===== src/rtl/i2s_mic_rx_if.sv =====
// i2s_mic_rx_if: microphone pins and PCM output bundle for i2s_mic_rx.
// err_cnt exists only when I2S_MIC_RX_ERR_CNT_EN is defined.
interface i2s_mic_rx_if #(
   parameter int DATA_W = 24
);
   logic              mic_sck;
   logic              mic_ws;
   logic              mic_sd;
   logic [DATA_W-1:0] pcm_data;
   logic              pcm_ch;
   logic              pcm_valid;
   logic              frame_err;
`ifdef I2S_MIC_RX_ERR_CNT_EN
   logic [7:0]        err_cnt;
   modport master (input mic_sck, mic_ws, mic_sd,
                   output pcm_data, pcm_ch, pcm_valid, frame_err, err_cnt);
   modport slave  (output mic_sck, mic_ws, mic_sd,
                   input pcm_data, pcm_ch, pcm_valid, frame_err, err_cnt);
`else
   modport master (input mic_sck, mic_ws, mic_sd,
                   output pcm_data, pcm_ch, pcm_valid, frame_err);
   modport slave  (output mic_sck, mic_ws, mic_sd,
                   input pcm_data, pcm_ch, pcm_valid, frame_err);
`endif
endinterface


===== src/rtl/i2s_mic_rx.sv =====
// i2s_mic_rx: oversampled I2S microphone receiver producing parallel PCM words.
// Optional saturating error counter enabled by I2S_MIC_RX_ERR_CNT_EN.
module i2s_mic_rx #(
   parameter int DATA_W      = 24,
   parameter int SLOT_W      = 32,
   parameter int SYNC_STAGES = 2
) (
   input  logic          clk_in,
   input  logic          rst_n,
   i2s_mic_rx_if.master  bus
);
   typedef enum logic [1:0] {WAIT_WS, DELAY, SHIFT, HOLD} state_t;
   localparam int BW = $clog2(DATA_W + 1);
   localparam int SW = $clog2(SLOT_W + 1) + 1;
   localparam logic [BW-1:0] LAST_BIT = BW'(DATA_W - 1);
   localparam logic [SW-1:0] SLOT_LEN = SW'(SLOT_W);

   if (DATA_W > SLOT_W - 1) begin : g_bad_width
      $error("i2s_mic_rx: DATA_W must not exceed SLOT_W-1");
   end
   if (SYNC_STAGES < 2) begin : g_bad_sync
      $error("i2s_mic_rx: SYNC_STAGES must be at least 2");
   end

   state_t            state, state_n;
   logic [SYNC_STAGES-1:0] sck_sync, ws_sync, sd_sync;
   logic              sck_d, ws_prev, ch, ch_n;
   logic              sync_sck, ws_s, sd_s, sck_rise, ws_edge;
   logic [DATA_W-1:0] shreg, shreg_n, shifted;
   logic [BW-1:0]     bit_cnt, bit_n;
   logic [SW-1:0]     slot_cnt, slot_n;
   logic              valid_n, err_n;

   assign sync_sck = sck_sync[SYNC_STAGES-1];
   assign ws_s     = ws_sync[SYNC_STAGES-1];
   assign sd_s     = sd_sync[SYNC_STAGES-1];
   assign sck_rise = sync_sck & ~sck_d;
   assign ws_edge  = sck_rise & (ws_s ^ ws_prev);
   assign shifted  = {shreg[DATA_W-2:0], sd_s};

   // A WS edge always wins over a data bit arriving on the same sck edge.
   always_comb begin
      state_n = state;
      ch_n    = ch;
      shreg_n = shreg;
      bit_n   = bit_cnt;
      slot_n  = slot_cnt;
      valid_n = 1'b0;
      err_n   = 1'b0;
      if (ws_edge) begin
         err_n   = (state != WAIT_WS) &&
                   (slot_cnt != SLOT_LEN || state == DELAY || state == SHIFT);
         ch_n    = ws_s;
         slot_n  = SW'(1);
         state_n = DELAY;
      end else if (sck_rise) begin
         slot_n = (&slot_cnt) ? slot_cnt : slot_cnt + 1'b1;
         if (state == DELAY || state == SHIFT) begin
            shreg_n = shifted;
            bit_n   = (state == DELAY) ? BW'(1) : bit_cnt + 1'b1;
            valid_n = (state == SHIFT) && (bit_cnt == LAST_BIT);
            state_n = valid_n ? HOLD : SHIFT;
         end
      end
   end

   always_ff @(posedge clk_in) begin
      if (!rst_n) begin
         sck_sync      <= '0;
         ws_sync       <= '0;
         sd_sync       <= '0;
         sck_d         <= 1'b0;
         ws_prev       <= 1'b0;
         state         <= WAIT_WS;
         ch            <= 1'b0;
         shreg         <= '0;
         bit_cnt       <= '0;
         slot_cnt      <= '0;
         bus.pcm_data  <= '0;
         bus.pcm_ch    <= 1'b0;
         bus.pcm_valid <= 1'b0;
         bus.frame_err <= 1'b0;
      end else begin
         sck_sync      <= {sck_sync[SYNC_STAGES-2:0], bus.mic_sck};
         ws_sync       <= {ws_sync[SYNC_STAGES-2:0], bus.mic_ws};
         sd_sync       <= {sd_sync[SYNC_STAGES-2:0], bus.mic_sd};
         sck_d         <= sync_sck;
         ws_prev       <= sck_rise ? ws_s : ws_prev;
         state         <= state_n;
         ch            <= ch_n;
         shreg         <= shreg_n;
         bit_cnt       <= bit_n;
         slot_cnt      <= slot_n;
         bus.pcm_valid <= valid_n;
         bus.frame_err <= err_n;
         if (valid_n) begin
            bus.pcm_data <= shifted;
            bus.pcm_ch   <= ch;
         end
      end
   end

`ifdef I2S_MIC_RX_ERR_CNT_EN
   always_ff @(posedge clk_in) begin
      if (!rst_n)
         bus.err_cnt <= '0;
      else if (bus.frame_err && !(&bus.err_cnt))
         bus.err_cnt <= bus.err_cnt + 1'b1;
   end
`endif
endmodule

===== src/flat_wrapper.sv =====
// flat-port wrapper written by rule: the top's interface ports become plain ports
module i2s_mic_rx_flat 
#(
   parameter int DATA_W      = 24,
   parameter int SLOT_W      = 32,
   parameter int SYNC_STAGES = 2
)
  (clk_in, rst_n, bus_mic_sck, bus_mic_ws, bus_mic_sd, bus_pcm_data, bus_pcm_ch, bus_pcm_valid, bus_frame_err);
  i2s_mic_rx_if #(.DATA_W(DATA_W)) bus_i ();
  input  logic clk_in;
  input  logic rst_n;
  input wire logic [$bits(bus_i.mic_sck)-1:0] bus_mic_sck;
  input wire logic [$bits(bus_i.mic_ws)-1:0] bus_mic_ws;
  input wire logic [$bits(bus_i.mic_sd)-1:0] bus_mic_sd;
  output wire logic [$bits(bus_i.pcm_data)-1:0] bus_pcm_data;
  output wire logic [$bits(bus_i.pcm_ch)-1:0] bus_pcm_ch;
  output wire logic [$bits(bus_i.pcm_valid)-1:0] bus_pcm_valid;
  output wire logic [$bits(bus_i.frame_err)-1:0] bus_frame_err;
  assign bus_i.mic_sck = bus_mic_sck;
  assign bus_i.mic_ws = bus_mic_ws;
  assign bus_i.mic_sd = bus_mic_sd;
  assign bus_pcm_data = bus_i.pcm_data;
  assign bus_pcm_ch = bus_i.pcm_ch;
  assign bus_pcm_valid = bus_i.pcm_valid;
  assign bus_frame_err = bus_i.frame_err;
  i2s_mic_rx #(.DATA_W(DATA_W), .SLOT_W(SLOT_W), .SYNC_STAGES(SYNC_STAGES)) u_core (.clk_in(clk_in), .rst_n(rst_n), .bus(bus_i));
endmodule

===== config.mk =====
export PLATFORM = sky130hd
export DESIGN_NAME = i2s_mic_rx_flat
export DESIGN_NICKNAME = d
export VERILOG_FILES = /design/src/rtl/i2s_mic_rx_if.sv /design/src/rtl/i2s_mic_rx.sv /design/src/flat_wrapper.sv
export SDC_FILE = /design/constraint.sdc
export NUM_CORES = 1
export LEC_CHECK = 0
export CORE_UTILIZATION = 45
export CTS_CLUSTER_DIAMETER = 200
export DETAILED_ROUTE_END_ITERATION = 16
export GPL_TIMING_DRIVEN = 1
export PLACE_DENSITY = 0.66
export SYNTH_ARGS = -nofsm -noshare
export SYNTH_HDL_FRONTEND = slang
export SYNTH_SLANG_ARGS = --single-unit

===== constraint.sdc =====
create_clock -name clk_in -period 3.1 [get_ports clk_in]
set_input_delay 0.465 -clock clk_in [delete_from_list [all_inputs] [get_ports clk_in]]
set_output_delay 0.465 -clock clk_in [all_outputs]
set_load 0.01 [all_outputs]

== Word-level counts from Yosys, hierarchy flattened ==
Cells that the tools add are included.

* $add $sub $neg: 2
* Reduce and logical (&&, ||, !) cells: 16
* Equal/unequal tests: 5
* Muxes and demuxes: 11
* Bitwise gates (word level): 7

{| class="wikitable"
|+ Operators by type and width
! cell !! number
|-
| $mux 1 || 10
|-
| $reduce_and 2->1 || 5
|-
| $add 7x1->7 const B || 1
|-
| $ne 7x6->1 const B || 1
|-
| $reduce_and 7->1 || 1
|-
| $reduce_bool 2->1 || 3
|-
| $add 5x1->5 const B || 1
|-
| $eq 5x5->1 const B || 1
|-
| $mux 5 || 1
|-
| $not 1->1 || 4
|-
| $logic_or 1x1->1 || 3
|-
| $reduce_and 3->1 || 1
|-
| $and 1x1->1 || 2
|-
| $eq 2x1->1 const B || 1
|-
| $eq 2x2->1 const B || 1
|-
| $logic_and 1x1->1 || 2
|-
| $ne 2x1->1 const B || 1
|-
| $reduce_or 2->1 || 1
|-
| $xor 1x1->1 || 1
|}

* Logic and storage cells: 57
* Output and inout bits: 27
* Input port bits: 5
* Bits in registers: 73

== Logic depth before layout (Yosys ltp) ==
* Word-level depth: 6
* Depth in mapped cells: 8
* Depth with buffers taken out: 5

== Least setup slack after synthesis ==
Ideal clock, no wire load.

* Kind: flip-flop to flip-flop
* Start: reg u_core.state[0]
* End: reg u_core.bus.pcm_ch
* Period minus slack after synthesis: 1.931 ns
* Setup time: 0.072 ns
* Arrival: 1.859 ns
* Setup slack: 1.169 ns
* Cell stages (with the launch flop): 9
* Cell sequence: dfxtp_1 > inv_1 > ha_1 > or3b_1 > buf_6 > nor4_4 > buf_6 > buf_12 > mux2i_1

* Cells in the longest elaborated chain, start to end: 5
* Elaborated cells on any way between the ends: 7
* Those cells by class: eq/ne (2); mux (3); reduce/logical (2)

{| class="wikitable"
|+ RTL lines
! element !! RTL line !! text
|-
| start, declared || i2s_mic_rx.sv:25 || <nowiki>state_t state, state_n;</nowiki>
|-
| start signal, assigned || i2s_mic_rx.sv:89 || <nowiki>state <= state_n;</nowiki>
|-
| $eq 2x2->1 or $eq 2x1->1 (tied branches) || i2s_mic_rx.sv:58, i2s_mic_rx.sv:61 ||
|-
| $logic_and 1x1->1 or $logic_or 1x1->1 (tied branches) || i2s_mic_rx.sv:61, i2s_mic_rx.sv:58 ||
|-
| $mux 1 * || i2s_mic_rx.sv:58 || <nowiki>if (state == DELAY || state == SHIFT) begin</nowiki>
|-
| $mux 1 * || i2s_mic_rx.sv:56 || <nowiki>end else if (sck_rise) begin</nowiki>
|-
| $mux 1 * || i2s_mic_rx.sv:50 || <nowiki>if (ws_edge) begin</nowiki>
|-
| end signal, assigned || i2s_mic_rx.sv:98 || <nowiki>bus.pcm_ch <= ch;</nowiki>
|-
| end, declared || i2s_mic_rx_if.sv:21 || <nowiki>output pcm_data, pcm_ch, pcm_valid, frame_err);</nowiki>
|}

Every way passes the cells marked *; elsewhere a longest branch is shown, timed or not.
A chain may end at the register's enable or synchronous reset.

== Worst setup path after layout ==
* Start: reg u_core.state[0]
* End: reg u_core.bus.pcm_data[12]

* Cells in the longest elaborated chain, start to end: 5
* Elaborated cells on any way between the ends: 7
* Those cells by class: eq/ne (2); mux (3); reduce/logical (2)

{| class="wikitable"
|+ RTL lines
! element !! RTL line !! text
|-
| $eq 2x2->1 or $eq 2x1->1 (tied branches) || i2s_mic_rx.sv:58, i2s_mic_rx.sv:61 ||
|-
| $logic_and 1x1->1 or $logic_or 1x1->1 (tied branches) || i2s_mic_rx.sv:61, i2s_mic_rx.sv:58 ||
|-
| $mux 1 * || i2s_mic_rx.sv:58 ||
|-
| $mux 1 * || i2s_mic_rx.sv:56 ||
|-
| $mux 1 * || i2s_mic_rx.sv:50 ||
|-
| end signal, assigned || i2s_mic_rx.sv:97 || <nowiki>bus.pcm_data <= shifted;</nowiki>
|-
| end, declared || i2s_mic_rx_if.sv:21 ||
|}

Marks and branches as above.

==> report_table.html <==
<table>
<tr><th>Metric</th><th>Value</th></tr>
<tr><th colspan="2">Outcome</th></tr>
<tr><td>Status</td><td>finished, violations left</td></tr>
<tr><td>Violated checks</td><td>DRC</td></tr>
<tr><th colspan="2">Placement</th></tr>
<tr><td>Quantity of I/O buffers inserted on ports</td><td>31</td></tr>
<tr><td>Final RePlAce weighted congestion</td><td>0.823</td></tr>
<tr><td>Post-place setup slack</td><td>892 ps</td></tr>
<tr><td>HPWL reported at the end of detailed placement</td><td>3.78 mm</td></tr>
<tr><td>Count of placed standard cells including taps</td><td>425</td></tr>
<tr><th colspan="2">Finish</th></tr>
<tr><td>Count of fill cells added during filler insertion</td><td>a little under 600</td></tr>
<tr><td>Antenna cell count</td><td>0</td></tr>
<tr><td>Share of post-route cells with drive strength above 1</td><td>0.0907</td></tr>
<tr><td>Area growth from synthesis to layout</td><td>17.5%</td></tr>
<tr><td>Number of nets at the end of the flow</td><td>369</td></tr>
<tr><td>Non-filler cells in the finished layout</td><td>441</td></tr>
<tr><td>Final core utilization</td><td>0.556</td></tr>
<tr><th colspan="2">Floorplan</th></tr>
<tr><td>FP Rows</td><td>29</td></tr>
<tr><td>Number of I/O pins</td><td>32</td></tr>
<tr><td>Height of the die</td><td>84.2 um</td></tr>
<tr><td>Initial Utilization</td><td>0.473</td></tr>
<tr><td>Die ar.</td><td>7090 sq um</td></tr>
<tr><td>Placeable core region</td><td>~6400 sq um</td></tr>
<tr><td>DIE WIDTH</td><td>84.2 um</td></tr>
<tr><th colspan="2">Clocking</th></tr>
<tr><td>CTS-repair resized insts</td><td>0</td></tr>
<tr><td>Latest clock arrival within the worst-skew pair</td><td>340 ps</td></tr>
<tr><td>CTS Buffer Depth</td><td>2</td></tr>
<tr><td>Clock-pin slew reported for the worst setup and hold paths after clock tree synthesis</td><td>70 ps</td></tr>
<tr><td>TritonCTS clock tree</td><td>built</td></tr>
<tr><td>Clock buffer count from CTS</td><td>9</td></tr>
<tr><td>TritonCTS sink count</td><td>73</td></tr>
<tr><td>Postcts setup bufs</td><td>0</td></tr>
<tr><td>CTS Hold Bufs</td><td>0</td></tr>
<tr><td>H-tree lvl count</td><td>3</td></tr>
<tr><td>Clock root buffer</td><td>sky130_fd_sc_hd__clkbuf_8</td></tr>
<tr><th colspan="2">STA</th></tr>
<tr><td>Setup violation total in the final timing report</td><td>0</td></tr>
<tr><td>Setup WS post-layout</td><td>888 ps</td></tr>
<tr><td>Slew at the pin closest to its max-slew limit</td><td>764 ps</td></tr>
<tr><td>Final Hold Violating Endpoints</td><td>0</td></tr>
<tr><td>Worst relative slew slack</td><td>0.488</td></tr>
<tr><td>Maximum clock frequency</td><td>0.452 GHz</td></tr>
<tr><td>Clk_skew</td><td>6.75 ps</td></tr>
<tr><td>Unrepaired setup endpoints after global routing</td><td>no</td></tr>
<tr><td>Setup TNS Final</td><td>0 ps</td></tr>
<tr><td>Final number of max-transition violations</td><td>0</td></tr>
<tr><td>Min Clock Period, post-route</td><td>around 2200 ps</td></tr>
<tr><td>Share of the clock period used by the worst path</td><td>0.713</td></tr>
<tr><th colspan="2">Detailed routing</th></tr>
<tr><td>Routed WL per cell</td><td>approximately 14 um</td></tr>
<tr><td>Detailed-route wire length</td><td>5.96 mm</td></tr>
<tr><td>Detailed router's first-iteration violation count</td><td>125</td></tr>
<tr><td>First-pass iteration count of the detailed router</td><td>10</td></tr>
<tr><td>Remaining DRCs</td><td>2</td></tr>
<tr><td>Per-cell via count in the routed design</td><td>5.53</td></tr>
<tr><td>Overall via count from detail_route</td><td>2440</td></tr>
<tr><td>Remaining antenna violation count</td><td>0</td></tr>
<tr><th colspan="2">Synthesis</th></tr>
<tr><td>Proportion of synthesized flip-flops having asynchronous set or reset</td><td>0</td></tr>
<tr><td>Sequential fraction of the synthesis area</td><td>0.481</td></tr>
<tr><td>Count of distinct cell types in the synthesized netlist</td><td>46</td></tr>
<tr><td>Number of flops mapped to enable cells by yosys</td><td>0</td></tr>
<tr><td>Netlist area before placement</td><td>about 3000 sq um</td></tr>
<tr><td>Number of warnings reported in the yosys synthesis log</td><td>0</td></tr>
<tr><td>Post-synthesis cell count</td><td>335</td></tr>
<tr><td>Most instantiated flip-flop cell in the synthesis netlist</td><td>sky130_fd_sc_hd__dfxtp_1</td></tr>
<tr><td>Syn Area/Cell</td><td>between 9 and 10 sq um</td></tr>
<tr><td>Synthesized Nets</td><td>345</td></tr>
<tr><td>Synthesized flop and latch total</td><td>73</td></tr>
<tr><th colspan="2">GRT</th></tr>
<tr><td>Overflow left after global routing</td><td>0</td></tr>
<tr><td>Wire length of the first global-routing pass</td><td>10.3 mm</td></tr>
<tr><td>Maximum number of pins on one net before global-route repair</td><td>between 60 and 70</td></tr>
<tr><td>Overall Global Routing Usage</td><td>0.182</td></tr>
<tr><td>Initial antenna violation count</td><td>0</td></tr>
<tr><td>Vias in the first global route</td><td>roughly 2300</td></tr>
<tr><th colspan="2">Power</th></tr>
<tr><td>Power density normalized to cell area</td><td>between 400 and 500 nW/um^2</td></tr>
<tr><td>Leak</td><td>1.15 nW</td></tr>
<tr><td>Maximum vdd ir drop</td><td>~0.00033 V</td></tr>
<tr><th colspan="2">Worst setup path</th></tr>
<tr><td>Data arrival time at the worst-slack endpoint</td><td>2490 ps</td></tr>
<tr><td>Crit path capture type</td><td>flop</td></tr>
<tr><td>Start-to-end type of the worst setup path</td><td>flop to flop</td></tr>
<tr><td>Worst path required time</td><td>approximately 3400 ps</td></tr>
<tr><td>Startpoint kind of the worst setup timing path</td><td>flop</td></tr>
<tr><td>Worst-path maximum fanout</td><td>16</td></tr>
<tr><td>Reg2Reg Depth</td><td>6</td></tr>
<tr><th colspan="2">Job</th></tr>
<tr><td>Max-cap violation count</td><td>0</td></tr>
<tr><th colspan="2">Min path</th></tr>
<tr><td>Depth of the worst hold-timing path</td><td>1</td></tr>
<tr><td>Worst hold path type</td><td>flop to flop</td></tr>
</table>
## cell type report
class | count | area, sq um | share of cell area
well taps | 77 | 96.3 | 0.0270
clock buffers | 11 | 151 | 0.0424
repair buffers | 40 | 373 | 0.104
inverters | 7 | 26.3 | 0.00736
multi-input cells | 228 | 1410 | 0.394
flip-flops and latches | 73 | 1460 | 0.409
clock inverters | 5 | 53.8 | 0.0151
## worst paths after layout
check                          from                 endpoint  slack, ps
hold reg to reg   u_core.ws_sync[0]        u_core.ws_sync[1]        430
setup / recovery    u_core.state[0]  u_core.bus.pcm_data[12]        890
hold / removal    u_core.ws_sync[0]        u_core.ws_sync[1]        430
setup reg to reg    u_core.state[0]  u_core.bus.pcm_data[12]        890
## state kept, by name, indices dropped and copies added, names as in the netlist, 2 cells and up
name	count
u_core.bus.pcm_data	24
u_core.shreg	23
u_core.slot_cnt	7
u_core.bit_cnt	5
u_core.sck_sync	2
u_core.sd_sync	2
u_core.state	2
u_core.ws_sync	2
## cells in the final DEF, fill, tap and decap left out, drive strengths merged, types with 2 or more instances in the layout
cell / synthesis / final
nand2: 53 / 53
clkinv: 0 / 4
o31ai: 2 / 2
clkbuf: 21 / 11
or3b: 2 / 2
mux2i: 28 / 28
nand3: 25 / 25
nand3b: 2 / 2
nor3: 3 / 3
buf: 6 / 10
nor4: 2 / 2
nor3b: 2 / 2
dfxtp: 73 / 73
inv: 7 / 7
clkdlybuf4s50: 0 / 30
and2: 8 / 8
nor2: 4 / 4
a21oi: 32 / 32
o211ai: 4 / 4
a211oi: 4 / 4
nand4: 2 / 2
a32o: 2 / 2
ha: 5 / 5
a31oi: 3 / 3
and3: 2 / 2
o21ai: 27 / 27
## synth_stat cells, types with 3 or more instances
cell type	n	area, sq um
sky130_fd_sc_hd__nand3_1	25	125
sky130_fd_sc_hd__mux2i_1	28	280
sky130_fd_sc_hd__inv_1	7	26.3
sky130_fd_sc_hd__nor3_1	3	15.0
sky130_fd_sc_hd__and2_1	8	50.1
sky130_fd_sc_hd__o211ai_1	4	30.0
sky130_fd_sc_hd__clkbuf_1	21	78.8
sky130_fd_sc_hd__ha_1	5	62.6
sky130_fd_sc_hd__a21oi_1	32	160
sky130_fd_sc_hd__o21ai_0	26	130
sky130_fd_sc_hd__nor2_1	4	15.0
sky130_fd_sc_hd__a211oi_1	4	30.0
sky130_fd_sc_hd__dfxtp_1	73	1460
sky130_fd_sc_hd__a31oi_1	3	18.8
sky130_fd_sc_hd__nand2_1	53	199
## layer usage
layer | vias up | track usage | part of all wire | wire [um]
met5 | - | 0 | 0 | 0
met2 | 54 | 0.301 | 0.46 | 2760
met3 | 8 | 0.0393 | 0.048 | 289
li1 | 1227 | - | - | -
met1 | 1151 | 0.228 | 0.47 | 2830
met4 | 0 | 0.0846 | 0.013 | 80
## worst max-delay path, stage by stage, from the launching register on
cell	delay, ps
sky130_fd_sc_hd__dfxtp_1	400
sky130_fd_sc_hd__inv_1	70
sky130_fd_sc_hd__ha_1	330
sky130_fd_sc_hd__or3b_1	560
sky130_fd_sc_hd__nor4_4	230
sky130_fd_sc_hd__buf_4	320
sky130_fd_sc_hd__mux2i_1	220
## kinds of logic (layout without fill, tap and decap cells)
kind of cell / after synthesis / after routing / share of synthesized area
multiplexers: 28 / 28 / 0.0922
adder cells (fa/ha/maj): 5 / 5 / 0.0206
flip-flops: 73 / 73 / 0.481
XOR/XNOR: 2 / 2 / 0.00576
AND/OR/NAND/NOR: 114 / 114 / 0.193
AO/OA/AOI/OAI: 79 / 79 / 0.149
buffers and inverters: 34 / 63 / 0.0585
## power by group
group	switching [mW]	internal, mW
Clock	0.338	0.413
Combinational	0.0397	0.0168
Sequential	0.00428	0.943
## metrics by stage
stage / total power, mW / area (sq um) / hold slack, ps
6_report: 1.75 / 3570 / 434
5_1_grt: 1.82 / 3570 / 454
4_1_cts: 1.77 / 3570 / 435
3_5_place_dp: 1.03 / 3360 / 418
3_3_place_gp: 1.03 / 3360 / 416
2_1_floorplan: 1.01 / 3040 / 412
Power figures use the tool's default switching activity.
